File: src/rtl/sd_card_cmd_responder.sv
// Card-side SD CMD line endpoint: receives 48-bit host commands, checks
// framing and CRC7, hands index/argument to a local controller, and sends
// the controller's 48-bit response back after the Ncr gap. Everything runs
// on clk_i; sd_clk_en_i marks each SD clock rising edge.
`timescale 1ns/1ps

module sd_card_cmd_responder #(
  parameter int NcrCycles        = 2,
  parameter int RspTimeoutCycles = 64
) (
  input  logic        clk_i,
  input  logic        rst_ni,
  input  logic        sd_clk_en_i,
  input  logic        sd_cmd_i,
  output logic        sd_cmd_o,
  output logic        sd_cmd_en_o,
  output logic        cmd_valid_o,
  output logic [5:0]  cmd_index_o,
  output logic [31:0] cmd_arg_o,
  output logic        cmd_err_o,
  input  logic        rsp_valid_i,
  output logic        rsp_ready_o,
  input  logic [5:0]  rsp_index_i,
  input  logic [31:0] rsp_arg_i,
  output logic        busy_o
);

  localparam logic [2:0] IDLE     = 3'd0;
  localparam logic [2:0] RX       = 3'd1;
  localparam logic [2:0] CHECK    = 3'd2;
  localparam logic [2:0] WAIT_RSP = 3'd3;
  localparam logic [2:0] TX       = 3'd4;

  localparam int              TmoW     = $clog2(RspTimeoutCycles + 1);
  localparam logic [6:0]      NcrStart = 7'(NcrCycles - 1);
  localparam logic [TmoW-1:0] TmoLimit = TmoW'(RspTimeoutCycles);

  // One CRC7 step, polynomial x^7 + x^3 + 1, MSB-first.
  function automatic logic [6:0] crc7_step(input logic [6:0] crc, input logic din);
    logic fb;
    fb = din ^ crc[6];
    return {crc[5:0], 1'b0} ^ {3'b000, fb, 2'b00, fb};
  endfunction

  logic [2:0]      state_reg, state_next;
  logic [5:0]      bit_cnt_reg, bit_cnt_next;
  logic [47:0]     rx_shift_reg, rx_shift_next;
  logic [5:0]      cmd_index_reg, cmd_index_next;
  logic [31:0]     cmd_arg_reg, cmd_arg_next;
  logic            cmd_valid_reg, cmd_valid_next;
  logic            cmd_err_reg, cmd_err_next;
  logic [6:0]      ncr_cnt_reg, ncr_cnt_next;
  logic [TmoW-1:0] tmo_cnt_reg, tmo_cnt_next;
  logic            rsp_latched_reg, rsp_latched_next;
  logic [47:0]     rsp_frame_reg, rsp_frame_next;
  logic [47:0]     tx_shift_reg, tx_shift_next;
  logic [5:0]      tx_cnt_reg, tx_cnt_next;

  // CRC chains over the first 40 frame bits: one for the received command,
  // one for the response body offered by the controller.
  logic [6:0]  rx_crc_chain [0:40];
  logic [6:0]  tx_crc_chain [0:40];
  logic [39:0] tx_body;

  assign tx_body         = {2'b00, rsp_index_i, rsp_arg_i};
  assign rx_crc_chain[0] = 7'd0;
  assign tx_crc_chain[0] = 7'd0;

  genvar gi;
  generate
    for (gi = 0; gi < 40; gi++) begin : g_crc
      assign rx_crc_chain[gi+1] = crc7_step(rx_crc_chain[gi], rx_shift_reg[47-gi]);
      assign tx_crc_chain[gi+1] = crc7_step(tx_crc_chain[gi], tx_body[39-gi]);
    end
  endgenerate

  logic cmd_ok;
  logic start_cmd;
  logic rsp_fire;

  assign cmd_ok    = rx_shift_reg[46] && (rx_shift_reg[7:1] == rx_crc_chain[40]) && rx_shift_reg[0];
  assign start_cmd = sd_clk_en_i && !sd_cmd_i;
  assign rsp_fire  = (state_reg == WAIT_RSP) && !rsp_latched_reg && rsp_valid_i;

  // Next-state and datapath decisions for the command/response FSM.
  always_comb begin
    state_next       = state_reg;
    bit_cnt_next     = bit_cnt_reg;
    rx_shift_next    = rx_shift_reg;
    cmd_index_next   = cmd_index_reg;
    cmd_arg_next     = cmd_arg_reg;
    cmd_valid_next   = 1'b0;
    cmd_err_next     = 1'b0;
    ncr_cnt_next     = ncr_cnt_reg;
    tmo_cnt_next     = tmo_cnt_reg;
    rsp_latched_next = rsp_latched_reg;
    rsp_frame_next   = rsp_frame_reg;
    tx_shift_next    = tx_shift_reg;
    tx_cnt_next      = tx_cnt_reg;

    case (state_reg)
      IDLE: begin
        if (start_cmd) begin
          state_next    = RX;
          bit_cnt_next  = 6'd1;
          rx_shift_next = 48'd0;
        end
      end

      RX: begin
        if (sd_clk_en_i) begin
          rx_shift_next = {rx_shift_reg[46:0], sd_cmd_i};
          bit_cnt_next  = bit_cnt_reg + 6'd1;
          if (bit_cnt_reg == 6'd47) begin
            state_next = CHECK;
          end
        end
      end

      CHECK: begin
        if (cmd_ok) begin
          cmd_index_next   = rx_shift_reg[45:40];
          cmd_arg_next     = rx_shift_reg[39:8];
          cmd_valid_next   = 1'b1;
          // A strobe landing in this cycle already counts toward Ncr/timeout.
          ncr_cnt_next     = {6'd0, sd_clk_en_i};
          tmo_cnt_next     = TmoW'(sd_clk_en_i);
          rsp_latched_next = 1'b0;
          state_next       = WAIT_RSP;
        end else begin
          cmd_err_next = 1'b1;
          state_next   = IDLE;
        end
        // Back-to-back command whose start bit coincides with this cycle.
        if (start_cmd) begin
          state_next    = RX;
          bit_cnt_next  = 6'd1;
          rx_shift_next = 48'd0;
        end
      end

      WAIT_RSP: begin
        if (rsp_fire) begin
          rsp_latched_next = 1'b1;
          rsp_frame_next   = {tx_body, tx_crc_chain[40], 1'b1};
        end
        if (sd_clk_en_i) begin
          if (!sd_cmd_i) begin
            // Host started a new command: abandon any pending response.
            state_next       = RX;
            bit_cnt_next     = 6'd1;
            rx_shift_next    = 48'd0;
            rsp_latched_next = 1'b0;
          end else if (rsp_latched_reg && (ncr_cnt_reg >= NcrStart)) begin
            state_next       = TX;
            tx_shift_next    = rsp_frame_reg;
            tx_cnt_next      = 6'd0;
            rsp_latched_next = 1'b0;
          end else begin
            if (ncr_cnt_reg != 7'h7f) begin
              ncr_cnt_next = ncr_cnt_reg + 7'd1;
            end
            if (tmo_cnt_reg != TmoLimit) begin
              tmo_cnt_next = tmo_cnt_reg + TmoW'(1);
            end
            if (!rsp_latched_reg && (tmo_cnt_reg >= TmoLimit - TmoW'(1))) begin
              state_next       = IDLE;
              rsp_latched_next = 1'b0;
            end
          end
        end
      end

      TX: begin
        if (sd_clk_en_i) begin
          if (tx_cnt_reg == 6'd47) begin
            state_next = IDLE;
          end else begin
            tx_shift_next = {tx_shift_reg[46:0], 1'b1};
            tx_cnt_next   = tx_cnt_reg + 6'd1;
          end
        end
      end

      default: begin
        state_next = IDLE;
      end
    endcase
  end

  // State register bank with asynchronous active-low reset.
  always_ff @(posedge clk_i or negedge rst_ni) begin
    if (!rst_ni) begin
      state_reg       <= IDLE;
      bit_cnt_reg     <= 6'd0;
      rx_shift_reg    <= 48'd0;
      cmd_index_reg   <= 6'd0;
      cmd_arg_reg     <= 32'd0;
      cmd_valid_reg   <= 1'b0;
      cmd_err_reg     <= 1'b0;
      ncr_cnt_reg     <= 7'd0;
      tmo_cnt_reg     <= '0;
      rsp_latched_reg <= 1'b0;
      rsp_frame_reg   <= 48'd0;
      tx_shift_reg    <= 48'hffff_ffff_ffff;
      tx_cnt_reg      <= 6'd0;
    end else begin
      state_reg       <= state_next;
      bit_cnt_reg     <= bit_cnt_next;
      rx_shift_reg    <= rx_shift_next;
      cmd_index_reg   <= cmd_index_next;
      cmd_arg_reg     <= cmd_arg_next;
      cmd_valid_reg   <= cmd_valid_next;
      cmd_err_reg     <= cmd_err_next;
      ncr_cnt_reg     <= ncr_cnt_next;
      tmo_cnt_reg     <= tmo_cnt_next;
      rsp_latched_reg <= rsp_latched_next;
      rsp_frame_reg   <= rsp_frame_next;
      tx_shift_reg    <= tx_shift_next;
      tx_cnt_reg      <= tx_cnt_next;
    end
  end

  // The line is driven only in TX, so reset releases CMD without a clock edge.
  assign sd_cmd_en_o = (state_reg == TX);
  assign sd_cmd_o    = (state_reg == TX) ? tx_shift_reg[47] : 1'b1;
  assign busy_o      = (state_reg != IDLE);
  assign rsp_ready_o = (state_reg == WAIT_RSP) && !rsp_latched_reg;
  assign cmd_valid_o = cmd_valid_reg;
  assign cmd_err_o   = cmd_err_reg;
  assign cmd_index_o = cmd_index_reg;
  assign cmd_arg_o   = cmd_arg_reg;

endmodule
File: config.mk
export PLATFORM = sky130hd
export DESIGN_NAME = sd_card_cmd_responder
export DESIGN_NICKNAME = d
export VERILOG_FILES = /design/src/rtl/sd_card_cmd_responder.sv
export SDC_FILE = /design/constraint.sdc
export NUM_CORES = 1
export LEC_CHECK = 0
export ABC_AREA = 1
export CAP_MARGIN = 20
export CORE_ASPECT_RATIO = 0.7
export CORE_MARGIN = 2
export CORE_UTILIZATION = 35
export CTS_CLUSTER_SIZE = 20
export DETAILED_ROUTE_END_ITERATION = 6
export PLACE_DENSITY_LB_ADDON = 0.2
export SKIP_LAST_GASP = 1
export SYNTH_ARGS = -nofsm -noshare
export SYNTH_HDL_FRONTEND = slang
export SYNTH_SLANG_ARGS = --single-unit
export TNS_END_PERCENT = 30
File: constraint.sdc
create_clock -name clk_i -period 4.78 [get_ports clk_i]
set_input_delay 1.195 -clock clk_i [delete_from_list [all_inputs] [get_ports clk_i]]
set_output_delay 1.195 -clock clk_i [all_outputs]
set_load 0.01 [all_outputs]
==> reports/qor.yml, run 1 <==
outcome:
  status: "completed"
setup_path:
  rr_startpoint: "rx_shift_reg[46]"
  worst-r2r-cell-count: 29
  r2r_setup_slack_ns: 0.73
  critPathArrivalTime_ns: 4.46
  slowest_stage: "dfrtp_1"
  r2r-end: "ncr_cnt_reg[2]"
  start_kind: "register"
  critPathKind: "reg2reg"
  path_common_cell: "nand2_1"
  crit_required_ns: 5.19
  crit_path_max_fanout: 15
  cp_slowest_stage_delay_ns: 0.55
  end_kind: "register"
timing:
  finalMaxSlewViolations: 0
  worst_hold_slack_ns: 0.4623
  worstMarginPinSlew_ns: 0.9715
  finalCritPeriodShare_pct: 84.75
  layout_setup_ws_ns: 0.7289
  fin_worst_skew_ns: 0.02517
  fin_crit_ns: 4.051
  rsz0062_at_grt: "false"
  finalSetupTns_ns: 0
  slew_headroom_pct: 35.14
  finalSetupViolCount: 0
  hold_viol: 0
  fmax_mhz: 246.8
layout:
  drive_above_1_share_pct: 10.42
  syn_to_final_growth_pct: 18.87
  multi_input_area_um2: 4911
  fill_cells: 3101
  nets: 1538
  seqCellArea_um2: 5365
  n_antenna_cell: 0
cts:
  cts_buffers: 24
  cts_buffer_depth: 3
  cts_tree: "yes"
  clock_sinks: 212
  cts-hold-fix-buffers: 0
  postCtsSetupRepairBufs: 0
  root_buffer: "clkbuf_16"
  clock_latency_ns: 0.54
  clk_pin_slew_ns: 0.06
  cts_resized: 0
  htreeDepth: 1
floorplanning:
  die_area_um2: 33070
  core_area_um2: 31150
  die_h_um: 152.8
  ioPinCount: 87
  initial_core_util_pct: 35.52
  rows: 54
  die_x_um: 216.5
drt:
  drcViolationCount: 0
  finalWirelength_um: 27590
  vias: 9212
  ant_nets: 0
  wl_met2_um: 10900
  vias_per_cell: 4.780
  top_layer: "met4"
  drt_iter0_drc: 638
  dr.pass1.iters: 6
  met3_length_um: 887
  wl_met1_um: 15270
  routedWlPerCell_um: 14.32
global_route:
  antenna_found_initial: 0
  groute.usage.overall_pct: 16.84
  grt_pass1_wl_um: 45720
  grt_pass1_vias: 8672
  grt_max_degree: 123
  overflow: 0
placed_design:
  place.gp.congestion: 0.8038
  dp_slack_ns: 0.2667
  hpwlAfterDp_um: 19070
  io_buffers: 86
hold_path:
  holdPathStages: 2
  whs_endpoint: "rsp_frame_reg[0]"
  hold_class: "reg2reg"
  hold_path.startpoint: "rsp_frame_reg[0]"
job:
  maxCapViolCount: 0
logic_synthesis:
  synth_cells: 1416
  avgSynthCellArea_um2: 7.814
  yosysWarnings: 0
  syn-num-nets: 1465
  synthArstFlopShare_pct: 100.0
  synth_edf_count: 0
  synthFlopType: "dfrtp_1"
  yosysUniqueCellTypes: 40
  synth_area_um2: 11060
  seq_area_frac_synth_pct: 48.49
  ys_ff_latch: 212
cells by family after synthesis:
kind of cell | after synthesis | synth area share [%]
xor gates and xnor gates | 73 | 6.186
adders and majority gates | 6 | 0.6785
and+or+nand+nor | 732 | 27.95
DFF | 212 | 48.49
buffers and inverters | 201 | 7.147
AOI/OAI and AO/OA | 192 | 9.544
synthesized netlist by cell type, types with 3 or more instances:
master,instances,area (µm²)
nand3_1,142,710.7
nand2_2,24,150.1
a21oi_1,8,40.04
nand3_2,3,30.03
dfrtp_1,164,4104
buf_6,3,33.78
xor2_1,46,402.9
buf_2,4,20.02
nor2_1,119,446.7
o22ai_1,48,300.3
nand4_1,10,62.56
o21ai_0,84,420.4
clkbuf_1,31,116.4
nand2_1,405,1520
dfstp_2,48,1261
nor3_1,13,65.06
buf_1,7,26.28
xnor2_1,21,183.9
inv_1,132,495.5
and3_1,3,18.77
xnor2_2,3,48.80
nor2_2,3,18.77
ha_1,6,75.07
inv_2,20,75.07
xor2_2,3,48.80
o21ai_1,42,210.2
nor3b_1,6,45.04
layer usage:
metal,up-vias,GRT usage (%)
met5,-,0
li1,4706,-
met2,156,22.94
met4,0,3.718
met1,4322,27.38
met3,28,2.635
worst max-delay path, delay by kind of cell (launching register included):
kind	cells	cell delay (ns)
and+or+nand+nor	25	2.74
DFF	1	0.55
buffers and inverters	3	0.23
AOI/OAI and AO/OA	1	0.40
worst max-delay path by stage:
stage	end	slack, ns	start
after floorplan	rsp_frame_reg[4]	1.08	rsp_index_i[2]
after global placement	rsp_frame_reg[4]	0.36	rsp_index_i[2]
after detailed placement	rsp_frame_reg[4]	0.27	rsp_index_i[2]
after CTS	ncr_cnt_reg[0]	0.76	rx_shift_reg[46]
after global routing	ncr_cnt_reg[2]	0.18	rx_shift_reg[46]
final	ncr_cnt_reg[2]	0.73	rx_shift_reg[46]
placed cells by master, fill, tap and decap left out, types with 6 or more instances in the layout:
master,netlist,final
nand2_1,405,404
dfrtp_1,164,164
nand3_1,142,142
inv_1,132,132
nor2_1,119,119
clkdlybuf4s50_1,0,85
o21ai_0,84,84
o22ai_1,48,48
dfstp_2,48,48
xor2_1,46,46
o21ai_1,42,42
nand2_2,24,25
clkbuf_16,0,24
xnor2_1,21,21
inv_2,20,21
nor3_1,13,13
nand4_1,10,10
a21oi_1,8,8
nor3b_1,6,6
ha_1,6,6
buf_4,2,6
metrics by stage:
| step | cells | utilization [%] | instance area [µm²] |
|---|---|---|---|
| after floorplan | 1416 | - | 11060 |
| after CTS | 1927 | 42.23 | 13150 |
| after global routing | 1927 | 42.23 | 13150 |
| final | 1927 | 42.23 | 13150 |
| after detailed placement | 1883 | 39.64 | 12350 |
| after global placement | 1883 | 39.64 | 12350 |
final cells by class:
| class | count | area share (%) |
|---|---|---|
| clock buffer | 34 | 5.232 |
| clock inverter | 10 | 0.8942 |
| inverter | 153 | 4.366 |
| multi-input combinational | 1003 | 37.34 |
| sequential | 212 | 40.79 |
| tap | 420 | 3.995 |
| timing repair buffer | 95 | 7.382 |
Power of run 1 is left out: the tool's default activity adds up to more than one toggle a clock period on the data nets, which glitch-free logic cannot reach.
==> inputs of run 2 (changes only) <==
Clock period 4.78 ns to 4.1 ns, I/O delays scaled along.
==> reports/qor.yml, run 2 (same netlist as run 1, synthesis figures left out) <==
setup_path:
  worst-r2r-cell-count: 31  # was 29
  crit_required_ns: 4.50  # was 5.19 ns
  path_common_cell: "xor2_1"  # was nand2_1
  end_kind: "register"  # unchanged
  start_kind: "primary input"  # was register
  cp_slowest_stage_delay_ns: 0.51  # was 0.55 ns
  rr_startpoint: "rx_shift_reg[45]"  # was rx_shift_reg[46]
  critPathKind: "in2reg"  # was reg2reg
  slowest_stage: "clkdlybuf4s50_1"  # was dfrtp_1
  critPathArrivalTime_ns: 4.09  # was 4.46 ns
  cp_num_buf_inv: 3  # unchanged
  r2r-end: "cmd_arg_o[29]"  # was ncr_cnt_reg[2]
  r2r_setup_slack_ns: 0.46  # was 0.73 ns
  cp_cell_sequence: "clkdlybuf4s50_1 -> inv_1 -> nand2_1 -> nand2_1 -> xor2_2 -> xor2_1 -> xor2_1 -> xor2_1 -> xor2_1 -> xnor2_2 -> xor2_1 -> xor2_1 -> xnor2_1 -> buf_4 -> o21ai_1"
  crit_path_max_fanout: 3  # was 15
  critPathTopFamily: "XOR/XNOR gates"  # was simple AND/OR/NAND/NOR gates
global_route:
  overflow: 0  # unchanged
  grt_pass1_wl_um: 45600  # was 45720 µm
  groute.usage.overall_pct: 16.78  # was 16.84%
  grt_pass1_vias: 8709  # was 8672
  grt_max_degree: 99  # was 123
  antenna_found_initial: 0  # unchanged
job:
  maxCapViolCount: 0  # unchanged
cts:
  cts-hold-fix-buffers: 0  # unchanged
  cts_buffers: 24  # unchanged
  root_buffer: "clkbuf_16"  # unchanged
  clock_sinks: 212  # unchanged
  cts_buffer_depth: 3  # unchanged
  clock_latency_ns: 0.54  # about the same
  htreeDepth: 1  # unchanged
  clk_pin_slew_ns: 0.06  # about the same
  cts_tree: "yes"  # unchanged
placed_design:
  io_buffers: 86  # unchanged
  hpwlAfterDp_um: 18910  # was 19070 µm
  place.gp.congestion: 0.8078  # was 0.8038
timing:
  fin_worst_skew_ns: 0.01702  # was 0.02517 ns
  worstMarginPinSlew_ns: 0.9791  # was 0.9715 ns
  slew_headroom_pct: 34.73  # was 35.14%
  rsz0062_at_grt: "false"  # unchanged
  fin_crit_ns: 3.694
  finalMaxSlewViolations: 0  # unchanged
  fmax_mhz: 270.7
  finalSetupViolCount: 0  # unchanged
  hold_viol: 0  # unchanged
  finalCritPeriodShare_pct: 90.10
layout:
  nets: 1563  # was 1538
  n_antenna_cell: 0  # unchanged
  post-route-util_pct: 43.21  # was 42.23%
  final_common_cell: "nand2_1"  # unchanged
  drive_above_1_share_pct: 12.27  # was 10.42%
  layout_common_cells: "nand2_1, dfrtp_1, nand3_1"  # unchanged
  fill_cells: 3096  # was 3101
  syn_to_final_growth_pct: 21.63  # was 18.87%
drt:
  vias_per_cell: 4.753  # was 4.780
  routedWlPerCell_um: 13.97  # was 14.32 µm
  drt_iter0_drc: 611  # was 638
  dr.pass1.iters: 5  # was 6
  finalWirelength_um: 27280  # was 27590 µm
  vias: 9278  # was 9212
  ant_nets: 0  # unchanged
  drcViolationCount: 0  # unchanged
floorplanning:
  die_area_um2: 33070  # unchanged
  ioPinCount: 87  # unchanged
  core_area_um2: 31150  # unchanged
  die_x_um: 216.5  # unchanged
  die_h_um: 152.8  # unchanged
  rows: 54  # unchanged
  initial_core_util_pct: 35.52  # unchanged
outcome:
  status: "completed"  # unchanged
hold_path:
  hold_class: "in2async"  # was reg2reg
## run 2: cell count changes in the layout (fill, tap and decap cells not counted), moves of 2 or more
cell,previous run,this run
clkbuf_1,5,2
bufinv_16,2,5
buf_4,6,29
buf_12,3,5
clkinv_4,0,3
## run 2: layer usage
layer / wire (µm) / share of wire, % / vias to the layer above / GRT usage (%)
met4: 313 / 1.1 / 0 / 3.327
met3: 1304 / 4.8 / 27 / 2.934
met5: 0 / 0 / - / 0
met2: 10990 / 40 / 162 / 23.09
li1: - / - / 4767 / -
met1: 14670 / 54 / 4322 / 27.05
## run 2: final cells by class
cell class / count / area (µm²) / share of cell area, %
Clock buffer: 31 / 676.9 / 5.030
Clock inverter: 13 / 212.7 / 1.581
Inverter: 153 / 574.3 / 4.267
Multi-Input combinational cell: 1003 / 4918 / 36.55
Sequential cell: 212 / 5366 / 39.88
Tap cell: 420 / 525.5 / 3.905
Timing Repair Buffer: 120 / 1184 / 8.795
## run 2: how the worst max path moves through the flow
stage                       end  slack (ns)  cells past startpoint             start
2_1_floorplan  rsp_frame_reg[4]        0.57                     13    rsp_index_i[2]
3_3_place_gp   rsp_frame_reg[1]       -0.09                     13    rsp_index_i[4]
3_5_place_dp   rsp_frame_reg[1]       -0.16                     13    rsp_index_i[4]
4_1_cts          tmo_cnt_reg[2]        0.36                     29  rx_shift_reg[46]
5_1_grt          cmd_index_o[5]       0.001                     31  rx_shift_reg[45]
6_report       rsp_frame_reg[1]        0.41                     15    rsp_index_i[5]
## run 2: timing repair
action / 4_1_cts / 5_1_grt
endpoints found under the hold margin: 0 / 0
resized for setup: 0 / 3
setup endpoints to repair: 0 / 53
buffers inserted: 0 / 1
## run 2: per-stage QoR
step                setup slack (ns)  hold WS, ns  std cells  area [µm²]  setup TNS (ns)
finish                        0.4058       0.4172       1952       13460               0
CTS                           0.3596       0.4235       1951       13440               0
global route                0.001298       0.4456       1952       13460               0
detailed placement           -0.1644       0.4424       1907       12550         -0.7418
floorplan                     0.5730       0.4223       1416       11060               0
global placement            -0.08995       0.4359       1907       12550         -0.2020
Power of run 2 is left out for the same reason.
==> inputs of run 3 (changes only) <==
Settings changed: CORE_UTILIZATION 35 to 45.
==> reports/qor.yml, run 3 (same netlist as run 1, synthesis figures left out) <==
hold_path:
  hold_class: "reg2reg"  # was in2async
  hold_path.startpoint: "rsp_frame_reg[0]"
  holdPathStages: 2
  whs_endpoint: "rsp_frame_reg[0]"
drt:
  drt_iter0_drc: 832  # was 611
  routedWlPerCell_um: 14.48  # was 13.97 µm
  finalWirelength_um: 26760  # was 27280 µm
  ant_nets: 0  # unchanged
  vias: 9346  # was 9278
  vias_per_cell: 5.057  # was 4.753
  drcViolationCount: 0  # unchanged
  dr.pass1.iters: 6  # was 5
timing:
  finalCritPeriodShare_pct: 91.93  # was 90.10%
  finalMaxSlewViolations: 0  # unchanged
  rsz0062_at_grt: "false"  # unchanged
  fin_crit_ns: 3.769  # was 3.694 ns
  hold_viol: 0  # unchanged
  fin_worst_skew_ns: 0.01676  # was 0.01702 ns
  slew_headroom_pct: 36.86  # was 34.73%
  fmax_mhz: 265.3  # was 270.7 MHz
  finalSetupViolCount: 0  # unchanged
  worstMarginPinSlew_ns: 0.9456  # was 0.9791 ns
  layout_setup_ws_ns: 0.3310  # was 0.4058 ns
  finalSetupTns_ns: 0  # unchanged
placed_design:
  placed_cells: 1806  # was 1907
  hpwlAfterDp_um: 18760  # was 18910 µm
  place.gp.congestion: 0.8423  # was 0.8078
  io_buffers: 86  # unchanged
  placed_cell_area_um2: 12410  # was 12550 µm²
  dp_slack_ns: -0.2134  # was -0.1644 ns
global_route:
  grt_pass1_wl_um: 44290  # was 45600 µm
  gr-usage-met1_pct: 36.20  # was 27.05%
  top_usage_layer: "met1"  # unchanged
  met3_usage_pct: 3.548  # was 2.934%
  groute.usage.overall_pct: 21.15  # was 16.78%
  grtUsageMet2_pct: 27.36  # was 23.09%
  grt_max_degree: 71  # was 99
  overflow: 0  # unchanged
  antenna_found_initial: 0  # unchanged
  grt_pass1_vias: 8479  # was 8709
cts:
  cts_buffer_depth: 3  # unchanged
  cts_tree: "yes"  # unchanged
  htreeDepth: 1  # unchanged
  cts_buffers: 23  # was 24
  clock_latency_ns: 0.51  # was 0.54 ns
  root_buffer: "clkbuf_16"  # unchanged
  clk_pin_slew_ns: 0.06  # about the same
  cts-hold-fix-buffers: 0  # unchanged
  clock_sinks: 212  # unchanged
floorplanning:
  ioPinCount: 87  # unchanged
  die_area_um2: 25880  # was 33070 µm²
  core_area_um2: 23880  # was 31150 µm²
  rows: 47  # was 54
  die_h_um: 135.2  # was 152.8 µm
  die_x_um: 191.4  # was 216.5 µm
  initial_core_util_pct: 46.34  # was 35.52%
setup_path:
  critPathArrivalTime_ns: 4.13  # was 4.09 ns
  r2r_setup_slack_ns: 0.47  # was 0.46 ns
  critPathKind: "in2reg"  # unchanged
  worst-r2r-cell-count: 30  # was 31
  crit_path_max_fanout: 3  # unchanged
  slowest_stage: "clkdlybuf4s50_1"  # unchanged
  cp_num_buf_inv: 3  # unchanged
  start_kind: "primary input"  # unchanged
  cp_slowest_stage_delay_ns: 0.52  # was 0.51 ns
  cp_cell_sequence: "clkdlybuf4s50_1 -> inv_1 -> nand2_1 -> nand2_1 -> xor2_2 -> xor2_1 -> xor2_1 -> xor2_1 -> xor2_1 -> xnor2_2 -> xor2_1 -> xor2_1 -> xnor2_1 -> buf_4 -> o21ai_1"  # unchanged
  r2r-end: "cmd_arg_o[19]"  # was cmd_arg_o[29]
  critPathTopFamily: "XOR/XNOR gates"  # unchanged
  rr_startpoint: "rx_shift_reg[44]"  # was rx_shift_reg[45]
  crit_required_ns: 4.46  # was 4.50 ns
  worstSetupPathDepth: 15  # unchanged
  end_kind: "register"  # unchanged
  path_common_cell: "xor2_1"  # unchanged
layout:
  n_antenna_cell: 0  # unchanged
  final_cell_area_um2: 13210  # was 13460 µm²
  layout_common_cells: "nand2_1, dfrtp_1, nand3_1"  # unchanged
  fin_cells: 1848  # was 1952
  syn_to_final_growth_pct: 19.35  # was 21.63%
  nets: 1563  # unchanged
  fill_cells: 2213  # was 3096
  drive_above_1_share_pct: 12.09  # was 12.27%
  final_common_cell: "nand2_1"  # unchanged
job:
  maxCapViolCount: 0  # unchanged
outcome:
  status: "completed"  # unchanged
[run 3: changes by cell type in the layout (fill, tap and decap cells not counted), moves of 2 or more]
cell,before,now
buf_12,5,3
buf_6,0,2
bufinv_16,5,2
clkbuf_8,5,8
clkinv_4,3,0
clkinvlp_4,0,2
[run 3: metal layers]
layer / wire (µm) / share of wire [%]
met3: 1587 / 5.9
met2: 10250 / 38
met5: 0 / 0
met4: 359 / 1.3
met1: 14560 / 54
[run 3: final cells by class]
type / instances / area, µm² / share of cell area [%]
tap: 318 / 397.9 / 3.013
inverter: 153 / 574.3 / 4.349
clock inverter: 9 / 98.84 / 0.7485
sequential: 212 / 5366 / 40.64
multi-input combinational: 1003 / 4916 / 37.23
timing repair buffer: 121 / 1172 / 8.878
clock buffer: 32 / 679.4 / 5.145
[run 3: how the worst max path moves through the flow]
stage	from	to
final	rsp_index_i[5]	rsp_frame_reg[1]
after global routing	rx_shift_reg[45]	cmd_arg_o[19]
after CTS	rx_shift_reg[46]	cmd_arg_o[19]
after detailed placement	rsp_index_i[5]	rsp_frame_reg[1]
after global placement	rsp_index_i[5]	rsp_frame_reg[1]
after floorplan	rsp_index_i[2]	rsp_frame_reg[4]
[run 3: repair_timing]
| action | 4_1_cts | 5_1_grt |
|---|---|---|
| endpoints found under the setup margin | 0 | 54 |
| resized for setup | 0 | 5 |
| setup buffers | 0 | 1 |
[run 3: worst register-to-register path, delay by kind of cell, from the launching register on]
family	cells	cell delay [ns]
and+or+nand+nor	25	2.46
buffers and inverters	4	0.47
AOI/OAI and AO/OA	1	0.07
DFF	1	0.49
[run 3: metrics by stage]
step | hold slack (ns) | utilization, %
finish | 0.4540 | 55.31
global route | 0.4926 | 55.31
CTS | 0.4572 | 55.22
detailed placement | 0.4504 | 51.96
global placement | 0.4349 | 51.96
floorplan | 0.4223 | -
Power of run 3 is left out for the same reason.
